===== config.mk =====
export PLATFORM = sky130hd
export DESIGN_NAME = mfp_ram_fifo_ctrl
export DESIGN_NICKNAME = d
export VERILOG_FILES = /design/src/rtl/mfp_fifo_pkg.sv /design/src/rtl/mfp_fifo_prefetch_buf.sv /design/src/rtl/mfp_ram_fifo_ctrl.sv
export SDC_FILE = /design/constraint.sdc
export NUM_CORES = 1
export LEC_CHECK = 0
export ABC_AREA = 1
export BUFFER_PORTS_ARGS = -buffer_cell sky130_fd_sc_hd__buf_2
export CAP_MARGIN = 20
export CORE_MARGIN = 1
export CORE_UTILIZATION = 31
export CTS_CLUSTER_DIAMETER = 120
export CTS_CLUSTER_SIZE = 20
export DETAILED_ROUTE_END_ITERATION = 12
export REMOVE_ABC_BUFFERS = 1
export SLEW_MARGIN = 20
export SYNTH_ARGS = -nofsm -noshare
export SYNTH_HDL_FRONTEND = slang
export SYNTH_HIERARCHICAL = 1
export SYNTH_SLANG_ARGS = --single-unit
export TNS_END_PERCENT = 5

===== constraint.sdc =====
create_clock -name clk -period 5 [get_ports clk]
set_clock_uncertainty 0.05 [all_clocks]
set_input_delay 1 -clock clk [delete_from_list [all_inputs] [get_ports clk]]
set_output_delay 1 -clock clk [all_outputs]
set_load 0.03 [all_outputs]

===== src/rtl/mfp_fifo_pkg.sv =====
// Shared constants and types for the RAM-backed FWFT FIFO controller.
// The MFP_FIFO_LEVEL_EN build option uses count_width() to size the level port.
package mfp_fifo_pkg;

   localparam int PREFETCH_DEPTH = 2;

   // Prefetch buffer occupancy, 0..PREFETCH_DEPTH
   typedef logic [$clog2(PREFETCH_DEPTH+1)-1:0] buf_count_t;

   function automatic int count_width(input int addr_width);
      return addr_width + 2;
   endfunction

endpackage


===== src/rtl/mfp_fifo_prefetch_buf.sv =====
// Two-entry in-order skid buffer that holds words read back from the FIFO RAM.
// Entry 0 is always the head; entry 1 only holds a word while the count is two.
module mfp_fifo_prefetch_buf
   import mfp_fifo_pkg::*;
#(
   parameter int DATA_WIDTH = 32
)
(
   input  logic                  clk,
   input  logic                  rst,
   input  logic                  capture,
   input  logic [DATA_WIDTH-1:0] capture_data,
   input  logic                  pop,
   output logic [DATA_WIDTH-1:0] head,
   output buf_count_t            count
);

   localparam buf_count_t FULL_COUNT = buf_count_t'(PREFETCH_DEPTH);

   logic [DATA_WIDTH-1:0] data0;
   logic [DATA_WIDTH-1:0] data1;

   assign head = data0;

   always_ff @(posedge clk) begin
      if (rst) begin
         data0 <= '0;
         data1 <= '0;
         count <= '0;
      end else begin
         if (pop) begin
            if (count == FULL_COUNT) begin
               data0 <= data1;
               if (capture) data1 <= capture_data;
            end else if (capture) begin
               data0 <= capture_data;
            end
         end else if (capture) begin
            if (count == '0) data0 <= capture_data;
            else             data1 <= capture_data;
         end
         count <= count + {1'b0, capture} - {1'b0, pop};
      end
   end

endmodule


===== src/rtl/mfp_ram_fifo_ctrl.sv =====
// First-word-fall-through FIFO controller around an external dual-port RAM.
// Define MFP_FIFO_LEVEL_EN to add the registered level / almost_full outputs.
module mfp_ram_fifo_ctrl
   import mfp_fifo_pkg::*;
#(
   parameter int ADDR_WIDTH = 6,
   parameter int DATA_WIDTH = 32
)
(
   input  logic                  clk,
   input  logic                  rst,
   input  logic                  in_valid,
   output logic                  in_ready,
   input  logic [DATA_WIDTH-1:0] in_data,
   output logic                  out_valid,
   input  logic                  out_ready,
   output logic [DATA_WIDTH-1:0] out_data,
   output logic                  ram_write_enable,
   output logic [ADDR_WIDTH-1:0] ram_write_addr,
   output logic [DATA_WIDTH-1:0] ram_write_data,
   output logic [ADDR_WIDTH-1:0] ram_read_addr,
   input  logic [DATA_WIDTH-1:0] ram_read_data
`ifdef MFP_FIFO_LEVEL_EN
   ,
   output logic [count_width(ADDR_WIDTH)-1:0] level,
   output logic                               almost_full
`endif
);

   localparam logic [ADDR_WIDTH:0] RAM_DEPTH = {1'b1, {ADDR_WIDTH{1'b0}}};

   logic [ADDR_WIDTH-1:0] wr_ptr;
   logic [ADDR_WIDTH-1:0] rd_ptr;
   logic [ADDR_WIDTH:0]   ram_count;
   logic                  inflight;
   buf_count_t            buf_count;
   logic                  push;
   logic                  pop;
   logic                  fetch;
   logic [2:0]            buf_after_pop;

   assign in_ready  = (ram_count != RAM_DEPTH);
   assign out_valid = (buf_count != '0);
   assign push      = in_valid & in_ready;
   assign pop       = out_valid & out_ready;

   // Buffer slots committed after this cycle; a new fetch needs one of them free.
   assign buf_after_pop = {1'b0, buf_count} + {2'b00, inflight} - {2'b00, pop};
   assign fetch         = (ram_count != '0) && (buf_after_pop < 3'd2);

   assign ram_write_enable = push;
   assign ram_write_addr   = wr_ptr;
   assign ram_write_data   = in_data;
   assign ram_read_addr    = rd_ptr;

   always_ff @(posedge clk) begin
      if (rst) begin
         wr_ptr    <= '0;
         rd_ptr    <= '0;
         ram_count <= '0;
         inflight  <= 1'b0;
      end else begin
         if (push)  wr_ptr <= wr_ptr + ADDR_WIDTH'(1);
         if (fetch) rd_ptr <= rd_ptr + ADDR_WIDTH'(1);
         inflight  <= fetch;
         ram_count <= ram_count + {{ADDR_WIDTH{1'b0}}, push}
                                - {{ADDR_WIDTH{1'b0}}, fetch};
      end
   end

   mfp_fifo_prefetch_buf #(
      .DATA_WIDTH (DATA_WIDTH)
   ) u_prefetch_buf (
      .clk          (clk),
      .rst          (rst),
      .capture      (inflight),
      .capture_data (ram_read_data),
      .pop          (pop),
      .head         (out_data),
      .count        (buf_count)
   );

`ifdef MFP_FIFO_LEVEL_EN
   localparam int CW = count_width(ADDR_WIDTH);

   logic [CW-1:0] level_next;

   // Words only enter on push and leave on pop, so tracking the delta keeps
   // level equal to ram_count + inflight + buf_count after every edge.
   assign level_next = level + CW'(push) - CW'(pop);

   always_ff @(posedge clk) begin
      if (rst) begin
         level       <= '0;
         almost_full <= 1'b0;
      end else begin
         level       <= level_next;
         almost_full <= (level_next >= CW'(1 << ADDR_WIDTH));
      end
   end
`endif

endmodule


# Yosys cells after proc, flatten, opt, wreduce, memory -nomap -nowiden
# Cells that the tools add are included.
# word_totals
ff_bits,86
in_bits,68
# classes
add_sub_neg,8
n_lt_le_gt_ge,1
n_eq_ne,5
n_mux,9
n_bitwise,2
n_reduce_logical,9
# ops
op,count
2-to-1 mux 32 bit,9
"adder 6 x 1 -> 6 bit, second input constant",2
nonzero test 2 bit,4
adder 7 x 1 -> 7 bit,1
"!= test 7 bit, second input constant",1
nonzero test 7 bit,1
subtractor 7 x 1 -> 7 bit,1
"!= test 2 bit, second input constant",2
AND reduction 4 bit,1
adder 2 x 1 -> 3 bit,1
"less-than comparator 3 x 2 -> 1 bit, second input constant",1
AND reduction 3 bit,1
subtractor 3 x 1 -> 3 bit,1
adder 2 x 1 -> 2 bit,1
AND 1 bit,2
"equality test 2 bit, second input constant",1
zero test 2 bit,1
"!= test 2 x 1 -> 1 bit, second input constant",1
subtractor 2 x 1 -> 2 bit,1
logical AND 1 bit,1

# Logic depth before layout (Yosys ltp)
# logic_depth
depth_word,6
depth_mapped,22
depth_no_buf,22

# By module
# Netlist, hierarchy kept.
# modules_own_cells
module,n_inst,cells_per_inst,area_per_inst_um2,seq_area_each_um2
mfp_fifo_prefetch_buf,1,569,3480.8,1321.3
mfp_ram_fifo_ctrl,1,212,1531.5,400.4

# Worst setup path after synthesis
# Ideal clock, no wire load.
# synth_timing
path_type,input-to-reg
startpoint,input port out_ready
endpoint,register ram_count[6]
setup_ps,115
t_arrival_ps,3600
setup_slack_ps,1235
path_stages,20
path_buffers,0
cell_sequence,o21a_1 > ha_1 > inv_1 > nand2_1 > fa_1 > nand2_2 > nor2_4 > nand2_4 > inv_2 > ha_1 > inv_1 > ha_1 > inv_1 > fa_1 > inv_1 > nand2_1 > nand2_1 > nand3_1 > a21oi_1 > nor2_1
# synth_via
elab_chain_cells,5
# synth_rtl
element,line_no,rtl
start: declaration,mfp_ram_fifo_ctrl.sv:16,"input logic out_ready,"
AND 1 bit,mfp_ram_fifo_ctrl.sv:45,assign pop = out_valid & out_ready;
subtractor 3 x 1 -> 3 bit,mfp_ram_fifo_ctrl.sv:48,"assign buf_after_pop = {1'b0, buf_count} + {2'b00, inflight} - {2'b00, pop};"
less-than comparator 3 x 2 -> 1 bit,mfp_ram_fifo_ctrl.sv:49,assign fetch = (ram_count != '0) && (buf_after_pop < 3'd2);
logical AND 1 bit,mfp_ram_fifo_ctrl.sv:49,
net fetch,mfp_ram_fifo_ctrl.sv:39,logic fetch;
subtractor 7 x 1 -> 7 bit,mfp_ram_fifo_ctrl.sv:67,"- {{ADDR_WIDTH{1'b0}}, fetch};"
end signal: assignment,mfp_ram_fifo_ctrl.sv:66,"ram_count <= ram_count + {{ADDR_WIDTH{1'b0}}, push}"
end: declaration,mfp_ram_fifo_ctrl.sv:34,logic [ADDR_WIDTH:0] ram_count;
# The timed path passes the listed nets, and every way through them passes these cells.
# A chain may end at the register's enable or synchronous reset.

# Worst setup path in the final report
# layout_timing
startpoint,input port out_ready
endpoint,register ram_count[6]
# layout_via
elab_chain_cells,5
# layout_rtl
element,line_no,rtl
AND 1 bit,mfp_ram_fifo_ctrl.sv:45,
net pop,mfp_ram_fifo_ctrl.sv:38,logic pop;
subtractor 3 x 1 -> 3 bit,mfp_ram_fifo_ctrl.sv:48,
less-than comparator 3 x 2 -> 1 bit,mfp_ram_fifo_ctrl.sv:49,
logical AND 1 bit,mfp_ram_fifo_ctrl.sv:49,
net fetch,mfp_ram_fifo_ctrl.sv:39,
subtractor 7 x 1 -> 7 bit,mfp_ram_fifo_ctrl.sv:67,
# The timed path passes the listed nets, and every way through them passes these cells.

==> impl_metrics.py <==
metrics = {
    "status": {
        "status": "finished clean",
    },
    "drt": {
        "vias": 4344,
        "drt_iter0_drc": 197,
        "wl_per_cell_um": 11.4,
        "drt_pass1_iterations": 4,
        "post_drt_via_cell_ratio": 4.23,
        "drtAntennaViolNets": 0,
        "wirelength_um": 11700,
        "drc": 0,
    },
    "synth": {
        "synth_largest_area_cell": "dfxtp_1",
        "async_flop_share": 0,
        "synth_area_sq_um": 5010,
        "ys_types": 31,
        "yosys.area_share.simple": 0.351,
        "synth-xor-area-share": 0.00699,
        "synth_top_family_by_area": "simple AND/OR/NAND/NOR gates",
        "synth_edf_count": 0,
        "ys.flop_type": "dfxtp_1",
        "netlist_instances": 781,
        "post-synth-top-area-fraction": 0.343,
        "synth_area_leaders": "dfxtp_1, nand2_1, nor2_1, inv_1, nand3_1",
        "ys_warn_count": 6,
        "synth_compound_area_frac": 0.0602,
        "synth_fa_ha_area_frac": 0.0429,
        "synth_area_per_cell_sq_um": 6.42,
        "muxShareOfSynthArea": 0,
        "yosysSeqAreaShare": 0.343,
        "synth.ff_latch_count": 86,
    },
    "place": {
        "io_buffers": 82,
        "dp_cells": 1011,
        "place.gp.congestion": 0.731,
        "dp_hpwl_um": 7380,
    },
    "global_routing": {
        "grt_pass1_wl_um": 18800,
        "grt_antenna_before_repair": 2,
        "grt_max_degree": 67,
        "grt-ovfl-total": 0,
        "grt_pass1_vias": 3640,
        "grt_use_total": 0.145,
    },
    "clock_tree": {
        "cts_hold_buf": 0,
        "path_clk_slew_ns": 0.07,
        "root_buffer": "clkbuf_16",
        "clock_sinks": 86,
        "clk_latency_ns": 0.34,
        "cts_made_buffers": 9,
        "ctsResizeCount": 0,
        "h-tree-depth": 3,
        "cts_tree": "built",
        "cts_buffer_depth": 2,
        "post_cts_buffers": 0,
    },
    "pwr": {
        "p_leak_nw": 2.83,
        "power_density_nw_per_um2": 679,
        "peakVddDrop_mv": 0.260,
        "total_power_mw": 3.80,
    },
    "setup_path": {
        "crit_type": "in2reg",
        "startpoint_type": "input port",
        "regToRegSetupSlack_ns": 1.49,
        "arrival_ns": 3.87,
        "timing.rr.end": "ram_count[6]",
        "endpoint": "ram_count[6]",
        "r2r-start": "u_prefetch_buf/count[1]",
        "cp-end-kind": "flip-flop",
        "reg2regPathDepth": 20,
        "crit_path_max_fanout": 7,
        "crit_start": "out_ready",
        "crit_required_ns": 5.19,
    },
    "run": {
        "drv_cap": 0,
    },
    "floorplanning": {
        "die_h_um": 129,
        "die_area_sq_um": 16700,
        "io_pins": 147,
        "core_area_sq_um": 15800,
        "rows": 46,
        "initial_utilization": 0.317,
        "die_x_um": 129,
    },
    "timing": {
        "holdWs_ns": 0.429,
        "maxSlewHeadroom": 0.375,
        "tightest_slew_ns": 0.935,
        "fmax_mhz": 272,
        "setup_violations": 0,
        "rsz0062_at_grt": "false",
        "hold_viol_final": 0,
        "fin_crit_ns": 3.68,
        "slew_viol_final": 0,
        "fin_crit_sh": 0.736,
        "setup_tns_ns": 0,
    },
    "finish": {
        "diodes": 0,
        "final_nets": 891,
        "drive_above_1_share": 0.155,
        "fin_cells": 1028,
        "area_growth_pct": 11.6,
    },
    "min_path": {
        "hold_path.class": "reg2reg",
    },
}
flip-flops by register name, summed over array words and instances (netlist names):
signal and cells:
inflight 1, ram_count 7, ram_read_addr 6, ram_write_addr 6, u_prefetch_buf/count 2, u_prefetch_buf/data1 32, u_prefetch_buf/head 32
cells in the mapped netlist, types with 2 or more instances:
| library cell | instances |
|---|---|
| a21oi_1 | 41 |
| a21oi_2 | 2 |
| buf_1 | 3 |
| buf_2 | 15 |
| buf_4 | 35 |
| buf_6 | 7 |
| clkbuf_1 | 11 |
| dfxtp_1 | 86 |
| fa_1 | 2 |
| ha_1 | 14 |
| inv_1 | 130 |
| inv_2 | 6 |
| nand2_1 | 161 |
| nand2_2 | 3 |
| nand2_4 | 3 |
| nand3_1 | 78 |
| nand4_1 | 6 |
| nor2_1 | 157 |
| nor2_4 | 2 |
| o21ai_0 | 6 |
| xor2_1 | 3 |
power by group:
part / switching [mW] / internal [mW]
clock network: 0.283 / 0.429
logic: 1.37 / 0.640
registers: 0.145 / 0.937
layer usage:
layer	wire, um	GRT usage	share of wire	vias to the layer above
li1	-	-	-	2368
met3	953	0.0611	0.082	16
met5	25	0.0294	0.0021	-
met2	4810	0.210	0.41	114
met1	5730	0.187	0.49	1842
met4	174	0.0533	0.015	4
through the flow:
step / setup slack, ns / area (sq um) / utilization
floorplan: 1.18 / 4540 / -
global placement: 0.954 / 5250 / 0.332
detailed placement: 0.940 / 5250 / 0.332
CTS: 1.31 / 5570 / 0.352
global route: 1.06 / 5600 / 0.354
finish: 1.32 / 5600 / 0.354
logic make-up (layout without fill, tap and decap cells):
kind of cell	Yosys count	in the layout
and+or+nand+nor	415	415
buffers and inverters	207	238
DFF	86	86
AOI/OAI and AO/OA	53	53
adders and majority gates	16	16
xor gates and xnor gates	4	4
final cells by class:
cell class,count,area [sq um]
Sequential cell,86,1720
Clock inverter,4,53.8
Inverter,136,510
Timing Repair Buffer,86,460
Multi-Input combinational cell,488,2310
Fill cell,1785,10200
Clock buffer,12,267
Tap cell,216,270
critical path, cell delays in order:
cell	delay [ns]
buf_2	0.10
o21a_1	0.14
ha_1	0.28
inv_1	0.05
nand2_1	0.05
fa_1	0.50
nand2_2	0.07
nor2_4	0.15
nand2_4	0.09
inv_2	0.08
ha_1	0.22
inv_1	0.05
ha_1	0.18
inv_1	0.07
fa_1	0.35
inv_1	0.07
nand2_1	0.06
nand2_1	0.08
nand3_1	0.09
a21oi_1	0.13
nor2_1	0.05
worst min path at each step:
stage,slack [ns],to,cells past startpoint,startpoint
after floorplan,0.40,u_prefetch_buf/data1[0],2,u_prefetch_buf/data1[0]
after global placement,0.41,u_prefetch_buf/data1[25],2,u_prefetch_buf/data1[25]
after detailed placement,0.42,u_prefetch_buf/data1[9],2,u_prefetch_buf/data1[9]
after CTS,0.44,u_prefetch_buf/data1[4],2,u_prefetch_buf/data1[4]
after global routing,0.46,u_prefetch_buf/data1[28],2,u_prefetch_buf/data1[28]
final,0.43,u_prefetch_buf/data1[4],2,u_prefetch_buf/data1[4]
cells in the final DEF, fill, tap and decap left out, types with 2 or more instances in the layout:
cell type,Yosys,final
nand2_1,161,161
nor2_1,157,157
inv_1,130,129
dfxtp_1,86,85
buf_2,15,82
nand3_1,78,78
a21oi_1,41,41
ha_1,14,14
clkbuf_16,0,9
inv_2,6,7
o21ai_0,6,6
nand4_1,6,6
nand2_2,3,3
nand2_4,3,3
xor2_1,3,3
clkbuf_8,0,3
buf_4,35,3
nor2_4,2,2
a21oi_2,2,2
fa_1,2,2
clkinvlp_4,0,2
No activity file was read; power rests on OpenSTA's default activity.
